### src/rtl/acq_ctrl_pkg.sv
// Shared definitions for the acquisition command sequencer: state encodings,
// command byte codes and the fixed reply bytes.
package acq_ctrl_pkg;

    // Top-level sequencer states; the encoding is exported on state_debug.
    typedef enum logic [2:0] {
        ST_IDLE    = 3'd0,
        ST_CAPTURE = 3'd1,
        ST_RD_ADDR = 3'd2,
        ST_RD_WAIT = 3'd3,
        ST_SEND_HI = 3'd4,
        ST_SEND_LO = 3'd5,
        ST_STATUS  = 3'd6,
        ST_DRAIN   = 3'd7
    } acq_state_t;

    // Byte sender handshake states.
    typedef enum logic [2:0] {
        TX_IDLE       = 3'd0,
        TX_WAIT_READY = 3'd1,
        TX_PULSE      = 3'd2,
        TX_GUARD      = 3'd3,
        TX_WAIT_DONE  = 3'd4
    } tx_state_t;

    localparam logic [7:0] CMD_START_CODE  = 8'h53;  // 'S'
    localparam logic [7:0] CMD_DUMP_CODE   = 8'h44;  // 'D'
    localparam logic [7:0] CMD_ABORT_CODE  = 8'h41;  // 'A'
    localparam logic [7:0] CMD_STATUS_CODE = 8'h3F;  // '?'

    localparam logic [7:0] ERROR_BYTE    = 8'h45;    // 'E': dump requested with no capture
    localparam logic [4:0] STATUS_PREFIX = 5'b10100;

    // Status reply: fixed prefix, then capture_valid, data_logging, busy at command time.
    function automatic logic [7:0] status_byte(input logic capture_valid,
                                               input logic data_logging,
                                               input logic busy_prev);
        return {STATUS_PREFIX, capture_valid, data_logging, busy_prev};
    endfunction

endpackage

### src/rtl/acq_command_sequencer_if.sv
// UART, ADC-control and sample-buffer signals seen by the sequencer.
interface acq_command_sequencer_if #(
    parameter int ADDR_W = 10
);
    logic              rx_ready;
    logic [7:0]        rx_data;
    logic              tx_ready;
    logic              tx_send;
    logic [7:0]        tx_data;
    logic              data_ready;
    logic              data_logging;
    logic              buf_we;
    logic [ADDR_W-1:0] buf_addr;
    logic [15:0]       buf_rdata;

    // Sequencer side.
    modport master (
        input  rx_ready, rx_data, tx_ready, data_ready, buf_rdata,
        output tx_send, tx_data, data_logging, buf_we, buf_addr
    );

    // Peripheral side (UART, ADC front end, sample RAM).
    modport slave (
        output rx_ready, rx_data, tx_ready, data_ready, buf_rdata,
        input  tx_send, tx_data, data_logging, buf_we, buf_addr
    );
endinterface

### src/rtl/uart_tx_byte_sender.sv
// Sends one byte over the UART transmitter handshake: wait for tx_ready,
// pulse tx_send, ignore tx_ready while the transmitter reacts, then report
// done once tx_ready is seen again. A byte not yet handed over can be cancelled.
module uart_tx_byte_sender
    import acq_ctrl_pkg::*;
(
    input  logic       clk,
    input  logic       reset,
    input  logic       start,
    input  logic       cancel,
    input  logic [7:0] send_byte,
    input  logic       tx_ready,
    output logic       tx_send,
    output logic [7:0] tx_data,
    output logic       done,
    output logic       in_flight,
    output logic       busy
);

    tx_state_t  state_reg;
    logic [7:0] byte_reg;
    logic       tx_send_reg;
    logic [7:0] tx_data_reg;
    logic       done_reg;

    // Handshake sequencing; tx_data only changes together with a tx_send pulse.
    always_ff @(posedge clk) begin
        if (reset) begin
            state_reg   <= TX_IDLE;
            byte_reg    <= '0;
            tx_send_reg <= 1'b0;
            tx_data_reg <= '0;
            done_reg    <= 1'b0;
        end else begin
            tx_send_reg <= 1'b0;
            done_reg    <= 1'b0;
            case (state_reg)
                TX_IDLE: begin
                    if (start && !cancel) begin
                        byte_reg  <= send_byte;
                        state_reg <= TX_WAIT_READY;
                    end
                end
                TX_WAIT_READY: begin
                    if (cancel) begin
                        state_reg <= TX_IDLE;
                    end else if (tx_ready) begin
                        tx_send_reg <= 1'b1;
                        tx_data_reg <= byte_reg;
                        state_reg   <= TX_PULSE;
                    end
                end
                // tx_ready may still read high while the pulse is being accepted.
                TX_PULSE:     state_reg <= TX_GUARD;
                TX_GUARD:     state_reg <= TX_WAIT_DONE;
                TX_WAIT_DONE: begin
                    if (tx_ready) begin
                        done_reg  <= 1'b1;
                        state_reg <= TX_IDLE;
                    end
                end
                default:      state_reg <= TX_IDLE;
            endcase
        end
    end

    assign tx_send   = tx_send_reg;
    assign tx_data   = tx_data_reg;
    assign done      = done_reg;
    assign busy      = (state_reg != TX_IDLE);
    assign in_flight = (state_reg == TX_PULSE) || (state_reg == TX_GUARD) ||
                       (state_reg == TX_WAIT_DONE);

endmodule

### src/rtl/acq_command_sequencer.sv
// Command decoder and capture/dump sequencer for the acoustics capture path.
// Owns the sample buffer address port and streams captured words MSB first.
module acq_command_sequencer
    import acq_ctrl_pkg::*;
#(
    parameter int         SAMPLE_COUNT = 1024,
    parameter int         ADDR_W       = 10,
    parameter logic [7:0] CMD_START    = CMD_START_CODE,
    parameter logic [7:0] CMD_DUMP     = CMD_DUMP_CODE,
    parameter logic [7:0] CMD_ABORT    = CMD_ABORT_CODE,
    parameter logic [7:0] CMD_STATUS   = CMD_STATUS_CODE
) (
    input  logic                           clk,
    input  logic                           reset,
    acq_command_sequencer_if.master        bus,
    output logic                           capture_valid,
    output logic                           busy,
    output logic [2:0]                     state_debug
);

    localparam logic [ADDR_W-1:0] LAST_INDEX = ADDR_W'(SAMPLE_COUNT - 1);

    acq_state_t        state_reg;
    logic [ADDR_W-1:0] index_reg;
    logic [7:0]        word_lo_reg;
    logic              capture_valid_reg;
    logic              data_logging_reg;
    logic              buf_we_reg;
    logic [ADDR_W-1:0] buf_addr_reg;
    logic              tx_start_reg;
    logic [7:0]        tx_byte_reg;

    logic tx_done;
    logic tx_in_flight;
    logic tx_busy;
    logic tx_send_w;
    logic [7:0] tx_data_w;

    logic busy_now;
    logic rx_start;
    logic rx_dump;
    logic rx_abort;
    logic rx_status;
    logic abort_now;

    assign busy_now  = (state_reg != ST_IDLE);
    assign rx_start  = bus.rx_ready && (bus.rx_data == CMD_START);
    assign rx_dump   = bus.rx_ready && (bus.rx_data == CMD_DUMP);
    assign rx_abort  = bus.rx_ready && (bus.rx_data == CMD_ABORT);
    assign rx_status = bus.rx_ready && (bus.rx_data == CMD_STATUS);
    assign abort_now = busy_now && rx_abort;

    uart_tx_byte_sender u_sender (
        .clk       (clk),
        .reset     (reset),
        .start     (tx_start_reg),
        .cancel    (abort_now),
        .send_byte (tx_byte_reg),
        .tx_ready  (bus.tx_ready),
        .tx_send   (tx_send_w),
        .tx_data   (tx_data_w),
        .done      (tx_done),
        .in_flight (tx_in_flight),
        .busy      (tx_busy)
    );

    // Main sequencer; abort has priority over every other event in a busy state.
    always_ff @(posedge clk) begin
        if (reset) begin
            state_reg         <= ST_IDLE;
            index_reg         <= '0;
            word_lo_reg       <= '0;
            capture_valid_reg <= 1'b0;
            data_logging_reg  <= 1'b0;
            buf_we_reg        <= 1'b0;
            buf_addr_reg      <= '0;
            tx_start_reg      <= 1'b0;
            tx_byte_reg       <= '0;
        end else begin
            buf_we_reg   <= 1'b0;
            tx_start_reg <= 1'b0;
            if (abort_now) begin
                data_logging_reg <= 1'b0;
                state_reg        <= tx_in_flight ? ST_DRAIN : ST_IDLE;
            end else begin
                case (state_reg)
                    ST_IDLE: begin
                        if (rx_start) begin
                            capture_valid_reg <= 1'b0;
                            data_logging_reg  <= 1'b1;
                            index_reg         <= '0;
                            state_reg         <= ST_CAPTURE;
                        end else if (rx_dump && capture_valid_reg) begin
                            index_reg    <= '0;
                            buf_addr_reg <= '0;
                            state_reg    <= ST_RD_ADDR;
                        end else if (rx_dump) begin
                            tx_byte_reg  <= ERROR_BYTE;
                            tx_start_reg <= 1'b1;
                            state_reg    <= ST_STATUS;
                        end else if (rx_status) begin
                            tx_byte_reg  <= status_byte(capture_valid_reg, data_logging_reg, busy_now);
                            tx_start_reg <= 1'b1;
                            state_reg    <= ST_STATUS;
                        end
                    end
                    ST_CAPTURE: begin
                        // data_logging already low means the final write happened last cycle.
                        if (!data_logging_reg) begin
                            capture_valid_reg <= 1'b1;
                            state_reg         <= ST_IDLE;
                        end else if (bus.data_ready) begin
                            buf_we_reg   <= 1'b1;
                            buf_addr_reg <= index_reg;
                            index_reg    <= index_reg + 1'b1;
                            if (index_reg == LAST_INDEX) begin
                                data_logging_reg <= 1'b0;
                            end
                        end
                    end
                    ST_RD_ADDR: state_reg <= ST_RD_WAIT;
                    ST_RD_WAIT: begin
                        word_lo_reg  <= bus.buf_rdata[7:0];
                        tx_byte_reg  <= bus.buf_rdata[15:8];
                        tx_start_reg <= 1'b1;
                        state_reg    <= ST_SEND_HI;
                    end
                    ST_SEND_HI: begin
                        if (tx_done) begin
                            tx_byte_reg  <= word_lo_reg;
                            tx_start_reg <= 1'b1;
                            state_reg    <= ST_SEND_LO;
                        end
                    end
                    ST_SEND_LO: begin
                        if (tx_done) begin
                            if (index_reg == LAST_INDEX) begin
                                state_reg <= ST_IDLE;
                            end else begin
                                index_reg    <= index_reg + 1'b1;
                                buf_addr_reg <= index_reg + 1'b1;
                                state_reg    <= ST_RD_ADDR;
                            end
                        end
                    end
                    ST_STATUS: begin
                        if (tx_done) begin
                            state_reg <= ST_IDLE;
                        end
                    end
                    ST_DRAIN: begin
                        if (!tx_busy) begin
                            state_reg <= ST_IDLE;
                        end
                    end
                    default: state_reg <= ST_IDLE;
                endcase
            end
        end
    end

    assign bus.tx_send      = tx_send_w;
    assign bus.tx_data      = tx_data_w;
    assign bus.data_logging = data_logging_reg;
    assign bus.buf_we       = buf_we_reg;
    assign bus.buf_addr     = buf_addr_reg;
    assign capture_valid    = capture_valid_reg;
    assign busy             = busy_now;
    assign state_debug      = state_reg;

endmodule
### src/flat_wrapper.sv
// flat-port wrapper written by rule: the top's interface ports become plain ports
module acq_command_sequencer_flat import acq_ctrl_pkg::*;
#(
    parameter int         SAMPLE_COUNT = 1024,
    parameter int         ADDR_W       = 10,
    parameter logic [7:0] CMD_START    = CMD_START_CODE,
    parameter logic [7:0] CMD_DUMP     = CMD_DUMP_CODE,
    parameter logic [7:0] CMD_ABORT    = CMD_ABORT_CODE,
    parameter logic [7:0] CMD_STATUS   = CMD_STATUS_CODE
)
  (clk, reset, capture_valid, busy, state_debug, bus_rx_ready, bus_rx_data, bus_tx_ready, bus_data_ready, bus_buf_rdata, bus_tx_send, bus_tx_data, bus_data_logging, bus_buf_we, bus_buf_addr);
  acq_command_sequencer_if #(.ADDR_W(ADDR_W)) bus_i ();
  input  logic clk;
  input  logic reset;
  output logic capture_valid;
  output logic busy;
  output logic [2:0] state_debug;
  input wire logic [$bits(bus_i.rx_ready)-1:0] bus_rx_ready;
  input wire logic [$bits(bus_i.rx_data)-1:0] bus_rx_data;
  input wire logic [$bits(bus_i.tx_ready)-1:0] bus_tx_ready;
  input wire logic [$bits(bus_i.data_ready)-1:0] bus_data_ready;
  input wire logic [$bits(bus_i.buf_rdata)-1:0] bus_buf_rdata;
  output wire logic [$bits(bus_i.tx_send)-1:0] bus_tx_send;
  output wire logic [$bits(bus_i.tx_data)-1:0] bus_tx_data;
  output wire logic [$bits(bus_i.data_logging)-1:0] bus_data_logging;
  output wire logic [$bits(bus_i.buf_we)-1:0] bus_buf_we;
  output wire logic [$bits(bus_i.buf_addr)-1:0] bus_buf_addr;
  assign bus_i.rx_ready = bus_rx_ready;
  assign bus_i.rx_data = bus_rx_data;
  assign bus_i.tx_ready = bus_tx_ready;
  assign bus_i.data_ready = bus_data_ready;
  assign bus_i.buf_rdata = bus_buf_rdata;
  assign bus_tx_send = bus_i.tx_send;
  assign bus_tx_data = bus_i.tx_data;
  assign bus_data_logging = bus_i.data_logging;
  assign bus_buf_we = bus_i.buf_we;
  assign bus_buf_addr = bus_i.buf_addr;
  acq_command_sequencer #(.SAMPLE_COUNT(SAMPLE_COUNT), .ADDR_W(ADDR_W), .CMD_START(CMD_START), .CMD_DUMP(CMD_DUMP), .CMD_ABORT(CMD_ABORT), .CMD_STATUS(CMD_STATUS)) u_core (.clk(clk), .reset(reset), .bus(bus_i), .capture_valid(capture_valid), .busy(busy), .state_debug(state_debug));
endmodule
### config.mk
export PLATFORM = sky130hd
export DESIGN_NAME = acq_command_sequencer_flat
export DESIGN_NICKNAME = d
export VERILOG_FILES = /design/src/rtl/acq_ctrl_pkg.sv /design/src/rtl/acq_command_sequencer_if.sv /design/src/rtl/uart_tx_byte_sender.sv /design/src/rtl/acq_command_sequencer.sv /design/src/flat_wrapper.sv
export SDC_FILE = /design/constraint.sdc
export NUM_CORES = 1
export LEC_CHECK = 0
export ABC_AREA = 1
export BUFFER_PORTS_ARGS = -buffer_cell sky130_fd_sc_hd__buf_2
export CAP_MARGIN = 15
export CELL_PAD_IN_SITES_DETAIL_PLACEMENT = 0
export CELL_PAD_IN_SITES_GLOBAL_PLACEMENT = 2
export CORE_ASPECT_RATIO = 0.6
export CORE_MARGIN = 2
export CORE_UTILIZATION = 32
export CTS_BUF_LIST = sky130_fd_sc_hd__clkbuf_16
export DETAILED_ROUTE_END_ITERATION = 12
export HOLD_SLACK_MARGIN = 0.02
export PLACE_DENSITY = 0.95
export SLEW_MARGIN = 0
export SYNTH_ARGS = -nofsm -noshare
export SYNTH_HDL_FRONTEND = slang
export SYNTH_SLANG_ARGS = --single-unit
### constraint.sdc
create_clock -name clk -period 3.45 [get_ports clk]
set_input_delay 0.69 -clock clk [delete_from_list [all_inputs] [get_ports clk]]
set_output_delay 0.69 -clock clk [all_outputs]
set_load 0.01 [all_outputs]
After elaboration in Yosys (flattened, before gate mapping)

Cells that the tools add are included.

Add/sub/neg operators: 1
Equality and inequality tests: 37
Mux-type cells: 51
Bitwise logic cells: 5
Reductions and logical operators: 31

Operators by type and width:

| operator                | count |
|---|---|
| $mux W10                | 9 |
| $pmux W10 S3            | 2 |
| $mux W3                 | 15 |
| $mux W8                 | 5 |
| $eq A8 B7 Y1 const B    | 3 |
| $pmux W3 S8             | 1 |
| $pmux W8 S3             | 1 |
| $ne A2 B2 Y1 const B    | 9 |
| $ne A3 B3 Y1 const B    | 6 |
| $eq A3 B3 Y1 const B    | 5 |
| $pmux W3 S5             | 1 |
| $mux W1                 | 13 |
| $eq A3 B2 Y1 const B    | 4 |
| $reduce_and A6 Y1       | 2 |
| $reduce_bool A3 Y1      | 4 |
| $add A10 B1 Y10 const B | 1 |
| $eq A10 B10 Y1 const B  | 1 |
| $eq A8 B6 Y1 const B    | 1 |
| $reduce_and A8 Y1       | 1 |
| $logic_and A1 B1 Y1     | 7 |
| $reduce_and A7 Y1       | 1 |
| $eq A3 B1 Y1 const B    | 2 |
| $logic_not A3 Y1        | 2 |
| $ne A2 B1 Y1 const B    | 3 |
| other kinds (15)        | 26 |

Bits in registers: 64
Bits of input ports: 29
Output and inout bits: 26
Logic and storage cells: 139

Longest topological paths before layout

Gate-level depths: netlist of run 1.

Depth after elaboration: 8
Gate-level depth with buffers: 12
Gate-level depth less buffers: 11

Hierarchy

A second synthesis of run 1 with hierarchy kept.

Cells, all modules: 550
Area total of the unflattened synthesis: 3522.1 sq um

Modules (own cells, without submodules):

| module                | times used | cells each | area each (sq um) | sequential area each (sq um) |
|---|---|---|---|---|
| acq_command_sequencer | 1          | 444        | 2707.6            | 860.8 |
| uart_tx_byte_sender   | 1          | 106        | 814.5             | 420.4 |

Least setup slack after synthesis of run 1

No wires, ideal clock.

Path type: input port to flip-flop
Start: input port bus_rx_data[7]
End: register u_core.tx_byte_reg[0]
Library setup time: 0.113 ns
Data arrival time: 1.729 ns
Required time: 3.337 ns
Path slack: 1.608 ns
Stages on the path: 9
Path buffers: 1
Cells stage by stage: inv_1 > nand2_1 > nor2_1 > nand2_1 > nand3_1 > nand3_2 > buf_4 > nor2_1 > nor2_1

Longest elaborated chain between the ends: 6
Elaborated cells between the ends (all ways): 19
Those cells by class: eq/ne (7); mux (4); bitwise (1); reduce/logical (7)

RTL lines:

| what                 | line                         | RTL |
|---|---|---|
| from (decl)          | flat_wrapper.sv:19           | `input wire logic [$bits(bus_i.rx_data)-1:0] bus_rx_data;` |
| $eq A8 B7 Y1         | acq_command_sequencer.sv:48  | `assign rx_dump = bus.rx_ready && (bus.rx_data == CMD_DUMP);` |
| $logic_and A1 B1 Y1  | acq_command_sequencer.sv:48  |  |
| $mux W8              | acq_command_sequencer.sv:97  | `end else if (rx_dump) begin` |
| $mux W8              | acq_command_sequencer.sv:93  | `end else if (rx_dump && capture_valid_reg) begin` |
| $mux W8              | acq_command_sequencer.sv:88  | `if (rx_start) begin` |
| $pmux W8 S3          | acq_command_sequencer.sv:86  | `case (state_reg)` |
| to (signal assigned) | acq_command_sequencer.sv:102 | `tx_byte_reg <= status_byte(capture_valid_reg, data_logging_reg, busy_now);` |
| to (signal assigned) | acq_command_sequencer.sv:124 | `tx_byte_reg <= bus.buf_rdata[15:8];` |
| to (signal assigned) | acq_command_sequencer.sv:130 | `tx_byte_reg <= word_lo_reg;` |
| to (decl)            | acq_command_sequencer.sv:31  | `logic [7:0] tx_byte_reg;` |

Several ways; a longest one is shown, not always the timed one. The select of a mux whose other input is x is not followed.
A chain may end at the register's enable or synchronous reset.

Worst setup path in the final report of run 1

Start: register u_core.state_reg[1] (netlist: u_core.state_debug[1])
End: register u_core.index_reg[6]

Longest elaborated chain between the ends: 4
Elaborated cells between the ends (all ways): 14
Those cells by class: eq/ne (7); mux (1); bitwise (1); reduce/logical (5)

RTL lines:

| what                                                                      | line                         | RTL |
|---|---|---|
| from (decl)                                                               | acq_command_sequencer.sv:23  | `acq_state_t state_reg;` |
| from (signal assigned)                                                    | acq_command_sequencer.sv:84  | `state_reg <= tx_in_flight ? ST_DRAIN : ST_IDLE;` |
| parallel branches: the longest is 4 deep, another holds $reduce_and A7 Y1 | --                           |  |
| to (signal assigned)                                                      | acq_command_sequencer.sv:115 | `index_reg <= index_reg + 1'b1;` |
| to (signal assigned)                                                      | acq_command_sequencer.sv:140 | `index_reg <= index_reg + 1'b1;` |
| to (decl)                                                                 | acq_command_sequencer.sv:24  | `logic [ADDR_W-1:0] index_reg;` |

Several ways; the timed one is not identified.

==> flow_metrics.py, run 1 <==
metrics = {
    "floorplanning": {
        "die_w_um": 137.0,
        "die_h_um": 83.83,
        "num_rows": 29,
        "io_pins": 55,
        "coreArea_mm2": 0.01045,
        "die_area_mm2": 0.01149,
        "start_util": 0.3252,
    },
    "place": {
        "dpl.hpwl_um": 6738,
        "portBuffers": 54,
        "pre_cts_ws_ns": 1.069,
        "gp_congestion": 0.8714,
    },
    "timing": {
        "setup_violations": 0,
        "fin_crit_ns": 2.105,
        "tns_ns": 0,
        "finalClockSkew_ns": 0.006699,
        "grt_setup_unrepaired": "false",
        "period_share": 0.6102,
        "tightest_slew_ns": 0.5033,
        "final_hold_viol_count": 0,
        "setup_slack_ns": 1.345,
        "slew_viol_final": 0,
        "maxSlewHeadroom": 0.6645,
        "max_freq_mhz": 475.0,
    },
    "worst_setup_path": {
        "worstPathRequired_ns": 3.67,
        "path_max_fanout": 20,
        "startpoint_type": "flip-flop",
        "crit_top_cell": "nor2_1",
        "slowest_delay_ns": 0.49,
        "worst_ep_arrival_time_ns": 2.32,
        "cp_slowest_cell": "dfxtp_1",
        "crit_path_end_kind": "flip-flop",
        "crit_chain": "inv_2 > nand2_4 > nor2_1 > inv_2 > nor2_1 > nor2_2 > nand3_2 > a21oi_1 > nor2_1",
        "critPathKind": "flip-flop to flip-flop",
    },
    "route": {
        "dr.pass1.iters": 4,
        "drtIter0Drc": 227,
        "drc": 0,
        "viasPerCell": 4.506,
        "ant_nets": 0,
        "wirelength_um": 9108,
        "num_vias": 3366,
        "wire_per_inst_um": 12.19,
    },
    "logic_synthesis": {
        "synth.ff_latch_count": 64,
        "synth_cells": 553,
        "synth_area_mm2": 0.003398,
        "avgSynthCellArea_um2": 6.145,
        "yosys_warnings": 0,
        "synth_seq_area_share": 0.3770,
        "synthArstFlopShare": 0,
        "ys.flop_type": "dfxtp_1",
        "mappedNetlistNets": 583,
        "synth.distinct_cells": 26,
        "synth_edf_count": 0,
    },
    "global_route": {
        "grt_use_met2": 0.2162,
        "grt_pass1_wl_um": 14960,
        "busiest_layer": "met1",
        "groute.layer.met1.usage": 0.2579,
        "grt_overflow_total": 0,
        "grt_max_degree": 48,
        "grt_usage": 0.1685,
        "grt_pass1_vias": 3072,
        "globalRouteMet3Util": 0.05282,
        "antenna_found_initial": 0,
    },
    "clocking": {
        "clock_latency_ns": 0.33,
        "cts_tree": "yes",
        "cts_buffer_depth": 2,
        "h-tree-depth": 3,
        "postCtsSetupBuffers": 0,
        "cts_root_buf": "clkbuf_16",
        "cts_hold_buffers": 0,
        "cts_buffers": 9,
        "clk_pin_slew_worst_paths_ns": 0.05,
        "cts.sink_count": 64,
        "cts_resized": 0,
    },
    "layout": {
        "nets": 633,
        "post-route-util": 0.3877,
        "antennaDiodeCount": 0,
        "drive_above_1_share": 0.1480,
        "syn2layout_area_growth_pct": 19.22,
        "final_common_cell": "nand2_1",
        "final_cell_mix": "nand2_1, nor2_1, inv_1, dfxtp_1, buf_2",
    },
    "pwr": {
        "powerDensity_mw_per_mm2": 805.9,
        "irDropWorstVdd_uv": 274.6,
        "p_leak_nw": 1.966,
    },
    "status": {
        "status": "finished clean",
    },
    "flow_run": {
        "maxCapViolCount": 0,
    },
    "hold_path": {
        "hp-class": "flip-flop to flip-flop",
    },
}
-- routing by layer --
metal | part of all wire | up-vias
li1 | - | 1817
met4 | 0.013 | 0
met3 | 0.066 | 7
met5 | 0 | -
met1 | 0.55 | 1462
met2 | 0.37 | 80
-- worst max-delay path, delay by kind of cell, from the launching register on --
kind	cells	cell delay, ns
simple gates	6	0.95
buf+inv	2	0.31
flops	1	0.49
compound gates	1	0.25
-- layout make-up --
cell class,count,area [um^2]
Tap cell,139,173.9
Clock buffer,9,225.2
Inverter,70,262.8
Fill cell,1151,6399
Multi-Input combinational cell,402,1759
Clock inverter,7,63.81
Timing Repair Buffer,56,285.3
Sequential cell,64,1281
-- through the flow --
| step | power [mW] | area [um^2] | hold WS, ns | std cells |
|---|---|---|---|---|
| 4_1_cts | 3.300 | 4051 | 0.4492 | 747 |
| 5_1_grt | 3.562 | 4051 | 0.4637 | 747 |
| 6_report | 3.265 | 4051 | 0.4536 | 747 |
| 3_3_place_gp | 2.382 | 3762 | 0.4380 | 731 |
| 3_5_place_dp | 2.397 | 3762 | 0.4410 | 731 |
| 2_1_floorplan | 2.105 | 3398 | 0.4242 | 553 |
-- logic make-up (layout without fill, tap and decap cells) --
kind of cell,Yosys count,after routing,share of synthesized area
adder cells (fa/ha/maj),1,1,0.003681
flip-flops,64,64,0.3770
buffers and inverters,87,142,0.1053
XOR/XNOR,5,5,0.01289
AO/OA/AOI/OAI,58,58,0.09021
AND/OR/NAND/NOR,338,338,0.4109
-- power by group --
group / internal (mW) / switching, mW
sequential: 0.926 / 0.144
clock: 0.551 / 0.324
combinational: 0.443 / 0.876
-- final timing paths --
check / startpoint / endpoint / slack, ns / depth (start not counted)
max: u_core.state_debug[1] / u_core.index_reg[6] / 1.34 / 9
min: u_core.u_sender.byte_reg[2] / u_core.u_sender.byte_reg[2] / 0.45 / 2
max reg2reg: u_core.state_debug[1] / u_core.index_reg[6] / 1.34 / 9
min reg2reg: u_core.u_sender.byte_reg[2] / u_core.u_sender.byte_reg[2] / 0.45 / 2
-- Yosys cell counts, types with 4 or more instances --
cell type | count | share of area
a21oi_1 | 23 | 0.034
buf_2 | 4 | 0.0059
clkbuf_1 | 9 | 0.0099
dfxtp_1 | 64 | 0.38
inv_1 | 63 | 0.070
inv_2 | 7 | 0.0077
nand2_1 | 157 | 0.17
nand3_1 | 38 | 0.056
nand3_2 | 5 | 0.015
nand4_1 | 5 | 0.0092
nor2_1 | 120 | 0.13
nor2_2 | 4 | 0.0074
nor3_1 | 5 | 0.0074
o21ai_0 | 25 | 0.037
o22ai_1 | 6 | 0.011
xor2_1 | 4 | 0.010
Note: power is estimated with default switching activity, not from simulation.
==> run 2: changes to the inputs <==
- CORE_UTILIZATION: 32 -> 30
- PLACE_DENSITY: 0.95 -> 0.91
- clock period: 3.45 -> 2 ns (I/O delays scaled with it)
==> flow_metrics.py, run 2 (synthesis gave the netlist of run 1 again) <==
metrics = {
    "route": {
        "wirelength_um": 9294,
        "dr.pass1.iters": 4,
        "num_vias": 3442,
        "drtIter0Drc": 262,
        "viasPerCell": 4.488,
        "ant_nets": 0,
        "wire_per_inst_um": 12.12,
        "drc": 0,
    },
    "layout": {
        "syn2layout_area_growth_pct": 23.67,
        "final_cell_mix": "nand2_1, nor2_1, dfxtp_1, inv_1, buf_2",
        "post-route-util": 0.3757,
        "finalInstanceArea_mm2": 0.004203,
        "final_common_cell": "nand2_1",
        "nFillCells": 1232,
        "drive_above_1_share": 0.1717,
        "nets": 648,
        "antennaDiodeCount": 0,
    },
    "timing": {
        "max_freq_mhz": 539.4,
        "fin_crit_ns": 1.854,
        "grt_setup_unrepaired": "false",
        "slew_viol_final": 0,
        "setup_violations": 0,
        "tns_ns": 0,
        "maxSlewHeadroom": 0.6581,
        "hold_ws_ns": 0.3122,
        "final_hold_viol_count": 0,
        "finalClockSkew_ns": 0.005391,
        "tightest_slew_ns": 0.5123,
        "period_share": 0.9270,
    },
    "status": {
        "status": "finished clean",
    },
    "global_route": {
        "grt_overflow_total": 0,
        "grt_pass1_vias": 3270,
        "antenna_found_initial": 0,
        "grt_pass1_wl_um": 15420,
        "grt_usage": 0.1606,
        "grt_max_degree": 21,
    },
    "clocking": {
        "cts_buffers": 9,
        "clk_pin_slew_worst_paths_ns": 0.06,
        "cts_hold_buffers": 0,
        "cts_tree": "yes",
        "h-tree-depth": 3,
        "clock_latency_ns": 0.33,
        "cts_resized": 0,
        "cts_root_buf": "clkbuf_16",
        "postCtsSetupBuffers": 0,
        "cts.sink_count": 64,
        "cts_buffer_depth": 2,
    },
    "floorplanning": {
        "io_pins": 55,
        "start_util": 0.3038,
        "die_h_um": 86.44,
        "coreArea_mm2": 0.01119,
        "num_rows": 30,
        "die_w_um": 141.4,
        "die_area_mm2": 0.01222,
    },
    "pwr": {
        "powerDensity_mw_per_mm2": 1402,
        "p_clk_frac": 0.264,
        "p_seq_frac": 0.313,
        "p_leak_nw": 2.053,
        "p_int_mw": 3.496,
        "comb_power_share": 0.424,
        "swShare": 0.4065,
        "irDropWorstVdd_uv": 381.1,
        "p_switching_mw": 2.395,
    },
    "worst_setup_path": {
        "startpoint_type": "flip-flop",
        "crit_path_end_kind": "flip-flop",
        "rrSetupSlack_ns": 0.15,
        "reg2reg_from": "u_core.state_debug[2]",
        "critPathKind": "flip-flop to flip-flop",
        "worstPathRequired_ns": 2.27,
        "worst_ep_arrival_time_ns": 2.13,
        "path_max_fanout": 8,
        "critical_path.startpoint": "u_core.state_debug[2]",
    },
    "flow_run": {
        "maxCapViolCount": 0,
    },
    "hold_path": {
        "hp-class": "input port to flip-flop",
        "hold_path_startpoint": "bus_buf_rdata[5]",
    },
    "place": {
        "portBuffers": 54,
        "dpl.hpwl_um": 7079,
        "gp_congestion": 0.9011,
        "placed_area_mm2": 0.003906,
    },
}
run 2: power groups by stage:
stage | clock, mW | combinational [mW] | sequential [mW]
after global routing | 1.64 | 2.89 | 1.88
after detailed placement | 0 | 2.49 | 1.87
final | 1.55 | 2.50 | 1.84
after floorplan | 0 | 1.75 | 1.88
after global placement | 0 | 2.46 | 1.86
after CTS | 1.59 | 2.50 | 1.84
run 2: path summary, 6_finish.rpt:
check	end	cells after the start
setup / recovery	u_core.bus.buf_addr[7]	7
hold / removal	u_core.word_lo_reg[5]	3
setup reg to reg	u_core.bus.buf_addr[7]	7
hold reg to reg	u_core.u_sender.byte_reg[5]	2
run 2: final cells by class:
| cell class | count | area [um^2] | area share |
|---|---|---|---|
| clock buffers | 9 | 225.2 | 0.05359 |
| clock inverters | 7 | 71.32 | 0.01697 |
| inverters | 70 | 262.8 | 0.06252 |
| multi-input cells | 402 | 1759 | 0.4186 |
| flip-flops and latches | 64 | 1281 | 0.3049 |
| well taps | 144 | 180.2 | 0.04287 |
| repair buffers | 71 | 422.9 | 0.1006 |
run 2: worst max-delay path, stage by stage (launching register included):
cell	delay (ns)
dfxtp_1	0.51
inv_2	0.13
nor2_2	0.30
inv_2	0.06
buf_4	0.17
o21ai_0	0.43
nor2_1	0.08
nor2_1	0.10
run 2: through the flow:
stage	setup slack (ns)	cells	total power, mW
3_3_place_gp	0.1905	751	4.318
5_1_grt	0.01491	767	6.414
3_5_place_dp	0.1625	751	4.352
2_1_floorplan	0.4267	553	3.631
4_1_cts	0.1602	767	5.939
6_report	0.1461	767	5.891
run 2: routing by layer:
| metal | global-route usage | up-vias | routed length (um) |
|---|---|---|---|
| met1 | 0.2493 | 1500 | 5413 |
| met2 | 0.2140 | 87 | 3259 |
| li1 | - | 1850 | - |
| met4 | 0.04364 | 0 | 70 |
| met3 | 0.04199 | 5 | 551 |
| met5 | 0 | - | 0 |
==> run 3: changes to the inputs <==
- PLACE_DENSITY: 0.91 -> 0.87
==> flow_metrics.py, run 3 (synthesis gave the netlist of run 1 again) <==
metrics = {
    "floorplanning": {
        "coreArea_mm2": 0.01119,
        "die_w_um": 141.4,
        "start_util": 0.3038,
        "num_rows": 30,
        "die_area_mm2": 0.01222,
        "io_pins": 55,
        "die_h_um": 86.44,
    },
    "pwr": {
        "p_leak_nw": 2.074,
        "irDropWorstVdd_uv": 497.4,
        "powerDensity_mw_per_mm2": 1426,
    },
    "clocking": {
        "clk_pin_slew_worst_paths_ns": 0.05,
        "cts_buffers": 9,
        "postCtsSetupBuffers": 0,
        "h-tree-depth": 3,
        "clock_latency_ns": 0.34,
        "cts_tree": "yes",
        "cts.sink_count": 64,
        "cts_buffer_depth": 2,
        "cts_hold_buffers": 0,
        "cts_root_buf": "clkbuf_16",
    },
    "global_route": {
        "grt_pass1_wl_um": 15450,
        "grt_pass1_vias": 3031,
        "grt_max_degree": 21,
        "antenna_found_initial": 0,
        "grt_usage": 0.1623,
        "grt_overflow_total": 0,
    },
    "route": {
        "dr.pass1.iters": 5,
        "num_vias": 3385,
        "wirelength_um": 9450,
        "drtIter0Drc": 201,
        "wire_per_inst_um": 12.29,
        "drc": 0,
        "viasPerCell": 4.402,
        "ant_nets": 0,
    },
    "layout": {
        "antennaDiodeCount": 0,
        "final_cell_count_no_fill": 769,
        "finalInstanceArea_mm2": 0.004242,
        "nets": 650,
        "final_cell_mix": "nand2_1, nor2_1, inv_1, dfxtp_1, buf_2",
        "syn2layout_area_growth_pct": 24.82,
        "final_common_cell": "nand2_1",
        "drive_above_1_share": 0.1728,
    },
    "place": {
        "portBuffers": 54,
        "placed_area_mm2": 0.003921,
        "dp.cells": 753,
        "gp_congestion": 0.8457,
        "dpl.hpwl_um": 7305,
    },
    "worst_setup_path": {
        "worst_ep_arrival_time_ns": 2.01,
        "crit_chain": "ha_1 > nand2_1 > nor2_1 > nand3_1 > nor2_1 > nor2_2 > nand3_2 > buf_12 > nand2_1 > nand2_1 > nor2_1",
        "slowest_delay_ns": 0.36,
        "crit_path_end_kind": "flip-flop",
        "cpLargestDelayFamily": "simple AND/OR/NAND/NOR gates",
        "cp_slowest_cell": "dfxtp_1",
        "cp_num_buf_inv": 1,
        "startpoint_type": "flip-flop",
        "worstPathRequired_ns": 2.22,
        "critPathKind": "flip-flop to flip-flop",
        "path_max_fanout": 20,
    },
    "flow_run": {
        "maxCapViolCount": 0,
    },
    "timing": {
        "finalClockSkew_ns": 0.006649,
        "fin_crit_ns": 1.790,
        "max_freq_mhz": 558.8,
        "grt_setup_unrepaired": "false",
        "tns_ns": 0,
        "slew_viol_final": 0,
        "tightest_slew_ns": 0.6452,
        "final_hold_viol_count": 0,
        "period_share": 0.8948,
        "maxSlewHeadroom": 0.5694,
        "setup_violations": 0,
    },
    "status": {
        "status": "finished clean",
    },
    "hold_path": {
        "hp-class": "input port to flip-flop",
    },
}
## run 3: changes by cell type in the layout (fill, tap and decap cells not counted), sizes merged
cell      previous run  this run
clkinv               5         2
bufinv               1         2
clkinvlp             0         1
inv                 71        72
buf                 71        73
## run 3: worst paths after layout
path                                                  start                          end  slack (ns)  cells past startpoint
worst max-delay path                    u_core.index_reg[0]          u_core.index_reg[1]        0.21                     11
worst min-delay path                       bus_buf_rdata[3]        u_core.word_lo_reg[3]        0.31                      3
worst max register to register          u_core.index_reg[0]          u_core.index_reg[1]        0.21                     11
worst min register to register  u_core.u_sender.byte_reg[4]  u_core.u_sender.byte_reg[4]        0.45                      2
## run 3: metrics by stage
stage               setup WS (ns)  hold slack, ns  power (mW)    util
floorplan                  0.4267          0.4242       3.631       -
global placement           0.1723          0.4415       4.349  0.3506
detailed placement         0.1352          0.4418       4.370  0.3506
CTS                        0.1438          0.3058       6.066  0.3786
global route              0.02610          0.3296       6.563  0.3792
finish                     0.2103          0.3121       6.049  0.3792
## run 3: final cells by class
class	count	area (um^2)
fill	1270	6944
multi-input combinational	402	1764
sequential	64	1282
timing repair buffer	73	437.9
inverter	70	262.8
clock buffer	9	225.2
tap	144	180.2
clock inverter	7	88.84
## run 3: metal layers
layer  up-vias  wire length, um  track usage
met5         -                0            0
met3        11              634      0.03867
met4         0              117      0.04909
li1       1853                -            -
met1      1440             5650       0.2725
met2        81             3048       0.1898
## run 3: tightest hold or removal path, cell delays in order
cell     delay (ns)
buf_2          0.07
o21ai_0        0.07
nor2_1         0.07
## run 3: timing repair
item,4_1_cts,5_1_grt
resized for setup,0,2
hold endpoints to repair,0,0
setup endpoints to repair,0,9
## run 3: report_power, final
group / switching, mW / internal, mW
registers: 0.248 / 1.60
logic: 1.60 / 0.936
clock network: 0.586 / 1.08
